<file path="config.mk">
export PLATFORM = sky130hd
export DESIGN_NAME = seq_divider
export DESIGN_NICKNAME = d
export VERILOG_FILES = /design/src/rtl/seq_divider.sv
export SDC_FILE = /design/constraint.sdc
export NUM_CORES = 1
export LEC_CHECK = 0
export CORE_MARGIN = 5
export CORE_UTILIZATION = 25
export CTS_BUF_LIST = sky130_fd_sc_hd__clkbuf_8
export DETAILED_ROUTE_END_ITERATION = 16
export GPL_TIMING_DRIVEN = 0
export HOLD_SLACK_MARGIN = 0.08
export MAX_ROUTING_LAYER = met4
export SYNTH_ARGS = -nofsm -noshare
export SYNTH_HDL_FRONTEND = slang
export SYNTH_SLANG_ARGS = --single-unit
</file>
<file path="constraint.sdc">
create_clock -name clk -period 6 [get_ports clk]
set_clock_uncertainty 0.15 [all_clocks]
set_input_delay 1.5 -clock clk [delete_from_list [all_inputs] [get_ports clk]]
set_output_delay 1.5 -clock clk [all_outputs]
set_load 0.01 [all_outputs]
</file>
<file path="src/rtl/seq_divider.sv">
// Sequential restoring divider: DW-bit dividend by VW-bit divisor, one quotient bit per cycle.
// Optional two's-complement mode is compiled in with SEQ_DIVIDER_SIGNED_EN.
module seq_divider #(
  parameter int DW = 16,
  parameter int VW = 8
) (
  input  logic          clk,
  input  logic          reset,
  input  logic          start,
  input  logic          sgn,
  input  logic [DW-1:0] dividend,
  input  logic [VW-1:0] divisor,
  output logic          busy,
  output logic          done,
  output logic [DW-1:0] quotient,
  output logic [VW-1:0] remainder,
  output logic          dz
);

  localparam int CW = $clog2(DW);
  localparam logic [CW-1:0] LAST = CW'(DW - 1);

  localparam logic [1:0] IDLE = 2'd0;
  localparam logic [1:0] CALC = 2'd1;
  localparam logic [1:0] DONE = 2'd2;

  logic [1:0]    state_q, state_d;
  logic [CW-1:0] cnt_q, cnt_d;
  logic [VW:0]   rem_q, rem_d;
  logic [DW-1:0] quo_q, quo_d;
  logic [VW-1:0] div_q, div_d;
  logic [DW-1:0] quotient_q, quotient_d;
  logic [VW-1:0] remainder_q, remainder_d;
  logic          dz_q, dz_d;

  logic [VW:0]   shifted, diff, step_rem;
  logic          take;
  logic [DW-1:0] step_quo, q_fix;
  logic [VW-1:0] r_fix;
  logic [DW-1:0] dvd_mag;
  logic [VW-1:0] dvs_mag;

`ifdef SEQ_DIVIDER_SIGNED_EN
  logic negq_q, negq_d;
  logic negr_q, negr_d;
`endif

  // The top remainder bit is always 0 between iterations (rem < divisor).
  logic unused_bits;
  assign unused_bits = rem_q[VW] ^ sgn;

  always_comb begin
    dvd_mag = dividend;
    dvs_mag = divisor;
`ifdef SEQ_DIVIDER_SIGNED_EN
    negq_d = negq_q;
    negr_d = negr_q;
    if (sgn) begin
      if (dividend[DW-1]) dvd_mag = -dividend;
      if (divisor[VW-1])  dvs_mag = -divisor;
    end
`endif

    shifted  = {rem_q[VW-1:0], quo_q[DW-1]};
    diff     = shifted - {1'b0, div_q};
    take     = (shifted >= {1'b0, div_q});
    step_rem = take ? diff : shifted;
    step_quo = {quo_q[DW-2:0], take};

    q_fix = step_quo;
    r_fix = step_rem[VW-1:0];
`ifdef SEQ_DIVIDER_SIGNED_EN
    if (negq_q) q_fix = -step_quo;
    if (negr_q) r_fix = -step_rem[VW-1:0];
`endif

    state_d     = state_q;
    cnt_d       = cnt_q;
    rem_d       = rem_q;
    quo_d       = quo_q;
    div_d       = div_q;
    quotient_d  = quotient_q;
    remainder_d = remainder_q;
    dz_d        = dz_q;

    case (state_q)
      IDLE: begin
        if (start) begin
          cnt_d = '0;
          rem_d = '0;
          quo_d = dvd_mag;
          div_d = dvs_mag;
`ifdef SEQ_DIVIDER_SIGNED_EN
          negq_d = sgn & (dividend[DW-1] ^ divisor[VW-1]);
          negr_d = sgn & dividend[DW-1];
`endif
          if (divisor != '0) begin
            state_d = CALC;
          end else begin
            state_d     = DONE;
            quotient_d  = '1;
            remainder_d = dividend[VW-1:0];
            dz_d        = 1'b1;
          end
        end
      end
      CALC: begin
        rem_d = step_rem;
        quo_d = step_quo;
        cnt_d = cnt_q + CW'(1);
        if (cnt_q == LAST) begin
          state_d     = DONE;
          quotient_d  = q_fix;
          remainder_d = r_fix;
          dz_d        = 1'b0;
        end
      end
      DONE:    state_d = IDLE;
      default: state_d = IDLE;
    endcase
  end

  always_ff @(posedge clk or negedge reset) begin
    if (!reset) begin
      state_q     <= IDLE;
      cnt_q       <= '0;
      rem_q       <= '0;
      quo_q       <= '0;
      div_q       <= '0;
      quotient_q  <= '0;
      remainder_q <= '0;
      dz_q        <= 1'b0;
`ifdef SEQ_DIVIDER_SIGNED_EN
      negq_q      <= 1'b0;
      negr_q      <= 1'b0;
`endif
    end else begin
      state_q     <= state_d;
      cnt_q       <= cnt_d;
      rem_q       <= rem_d;
      quo_q       <= quo_d;
      div_q       <= div_d;
      quotient_q  <= quotient_d;
      remainder_q <= remainder_d;
      dz_q        <= dz_d;
`ifdef SEQ_DIVIDER_SIGNED_EN
      negq_q      <= negq_d;
      negr_q      <= negr_d;
`endif
    end
  end

  assign busy      = (state_q == CALC) || (state_q == DONE);
  assign done      = (state_q == DONE);
  assign quotient  = quotient_q;
  assign remainder = remainder_q;
  assign dz        = dz_q;

endmodule

</file>
==> flow_summary.toml, run 1 <==
[logic_synthesis]
netlist_top_cells_area = "dfrtp_1, nand2_1, o21ai_0, mux2i_1, ha_1"
synth_cell_type_count = 39
synth_area_per_cell_um2 = 9.61
synthFlopType = "dfrtp_1"
synth_seq_cells = 63
synthCells = 330
ys_warn_count = 0
synth_area_leader_cell = "dfrtp_1"
syn_area_um2 = 3170
ys_async_sr_fraction = 1.00
synthesis.nets = 371
synth-edff-count = 0
yosysTopAreaCellShare = 0.497
synth-seq-area-share = 0.497

[global_route]
grt_start_max_net_pins = 64
antenna_found_initial = 0
grt_usage = 0.110
grt-ovfl-total = 0
grt_pass1_vias = 2559
grt_pass1_wl_um = 12600

[clock_network]
cts-resized-gates = 0
cts_root_buf = "clkbuf_8"
clockBufferDepth = 2
cts_buffers = 9
insertion_delay_ns = 0.35
postCtsSetupBuffers = 0
cts_sinks = 63
tritoncts = "done"
htree_levels = 3
clkTransAtPathRegs_ns = 0.08
hold_buffers = 0

[layout]
diodes = 0
layout-drive-gt1-share = 0.0927
layout_common_cells = "nand2_1, dfrtp_1, clkdlybuf4s50_1, o21ai_0, mux2i_1"
nets = 435
n_fill_cell = 1326
syn_to_final_growth_pct = 31.9
final_common_cell = "nand2_1"

[setup_path]
reg2reg_slack_ns = 3.49
cp-endpoint = "remainder[4]$_DFFE_PN0P_"
arrival_ns = 3.59
crit_path_start_kind = "primary input"
critPathCaptureType = "register"
crit_chain = "clkdlybuf4s50_1 > nor4_2 > nand2_1 > a221oi_2 > buf_2 > nor2_1 > a211oi_1"
critical_path.max_stage_delay_ns = 0.62
crit_buf_inv = 2
crit_start = "divisor[1]"
crit_fanout = 10
slowest_stage = "a221oi_2"
r2r_end = "remainder[4]$_DFFE_PN0P_"
cp.required_ns = 6.11
cp.depth = 7
rr_worst_depth = 8
crit_type = "in -> reg"
r2r_start = "state_q[1]$_DFFE_PN0P_"
cp_top_family = "compound AO/OA/AOI/OAI gates"

[drt]
wl_per_cell_um = 13.4
drtIter0Drc = 113
drt_pass1_iterations = 4
drc = 0
met2RoutedLength_um = 3540
met1_length_um = 3680
ant_nets = 0
routed-wl-met3_um = 334
vias = 2514
vias_per_cell = 4.40
wirelength_um = 7650
top_layer_used = "met4"

[timing]
tightest_slew_ns = 0.785
fmax_mhz = 287
min_period_over_period = 0.580
maxSlewViolCount = 0
hold_viol = 0
slew_headroom = 0.477
setup_viol = 0
fin_crit_ns = 3.48
timing.setup.tns_ns = 0
rsz0062_at_grt = "no"

[flow_run]
cap_violations = 0

[placement]
io_buffers = 53
gp_congestion = 0.821
dp_hpwl_um = 5810

[run_status]
status = "finished, final reports clean"

[pwr]
p_leak_nw = 1.80
total_power_mw = 2.49
p_per_area_nw_per_um2 = 595
peakVddDrop_uv = 271

[hold_path]
holdCritPathClass = "reg -> reg"

[floorplanning]
num_rows = 41
initial_core_util = 0.253
die_w_um = 123
core_area_um2 = 12500
die_y_um = 123
dieArea_um2 = 15000
ios = 55
==> worst min path at each step <==
stage	startpoint	endpoint	slack, ns	cells past startpoint
finish	quotient[13]$_DFFE_PN0P_	quotient[13]$_DFFE_PN0P_	0.31	2
global route	quotient[5]$_DFFE_PN0P_	quotient[5]$_DFFE_PN0P_	0.35	2
CTS	quotient[14]$_DFFE_PN0P_	quotient[14]$_DFFE_PN0P_	0.32	2
detailed placement	quotient[14]$_DFFE_PN0P_	quotient[14]$_DFFE_PN0P_	0.31	2
global placement	quotient[8]$_DFFE_PN0P_	quotient[8]$_DFFE_PN0P_	0.30	2
floorplan	quo_q[15]$_DFFE_PN0P_	quo_q[15]$_DFFE_PN0P_	0.30	2
==> logic make-up (layout without fill, tap and decap cells) <==
logic type	count (synthesis)	after routing	share of synthesized area
compound gates	82	82	0.150
simple gates	102	102	0.137
xor+xnor	6	6	0.0166
fa+ha+maj	13	13	0.0537
mux	31	31	0.102
flops	63	63	0.497
buf+inv	33	102	0.0430
==> power by group <==
part,internal (mW),total (mW),switching [mW]
combinational,0.554,1.24,0.682
clock,0.319,0.496,0.176
sequential,0.631,0.759,0.129
total,1.50,2.49,0.987
==> worst register-to-register path, cell delays in order, from the launching register on <==
cell	delay, ns
dfrtp_1	0.38
inv_1	0.10
ha_1	0.15
clkbuf_1	0.37
o21ai_2	0.20
a221oi_2	0.52
buf_2	0.32
nor2_1	0.06
a211oi_1	0.17
==> state kept, by name, indices dropped and copies added, names as in the netlist <==
| signal | flops |
|---|---|
| quotient | 16 |
| remainder | 8 |
| state_q | 2 |
| cnt_q | 4 |
| dz | 1 |
| quo_q | 16 |
| rem_q | 8 |
| div_q | 8 |
==> layer usage <==
| metal | vias up | track usage |
|---|---|---|
| met4 | 0 | 0.0336 |
| met3 | 8 | 0.0346 |
| met1 | 1196 | 0.143 |
| li1 | 1262 | - |
| met5 | - | - |
| met2 | 48 | 0.167 |
==> through the flow <==
step	cell area, um^2	util	worst slack [ns]	hold slack, ns	instances
6_report	4180	0.334	2.52	0.314	571
5_1_grt	4180	0.334	2.40	0.354	571
4_1_cts	4180	0.334	2.55	0.323	571
3_5_place_dp	3910	0.313	2.19	0.305	555
3_3_place_gp	3920	0.313	1.11	0.300	555
2_1_floorplan	3170	-	2.93	0.300	330
==> synth_stat cells (all sizes together), types with 3 or more instances <==
library cell	count
nor2	16
o21ai	50
nand2b	3
and3	3
a21oi	13
xnor2	3
mux2i	21
nor3	4
ha	12
nand2	69
dfrtp	63
o22ai	3
a211oi	5
inv	15
mux2	10
clkbuf	12
xor2	3
buf	6
==> final cells by class <==
cell class,count,area (um^2),area share
buffer,18,80.1,0.0191
timing repair buffer,53,528,0.126
tap,172,215,0.0515
clock buffer,9,124,0.0296
clock inverter,7,145,0.0347
multi-input combinational,234,1460,0.348
sequential,63,1580,0.377
inverter,15,56.3,0.0135
No activity file was read; power rests on OpenSTA's default activity.
==> run 2, diff against run 1 <==
- clock period: 6 -> 3.07 ns (I/O delays scaled with it)
==> results of run 2 <==
Same layout as run 1 (identical final DEF). Status: finished, final reports clean.
Among the figures that moved: setup slack after placement 2.19 ns -> -0.00975 ns; setup slack after layout 2.52 ns -> 0.322 ns; register-to-register setup slack 3.49 ns -> 0.56 ns; total power 2.49 mW -> 4.87 mW; worst IR drop on VDD 271 uV -> 529 uV
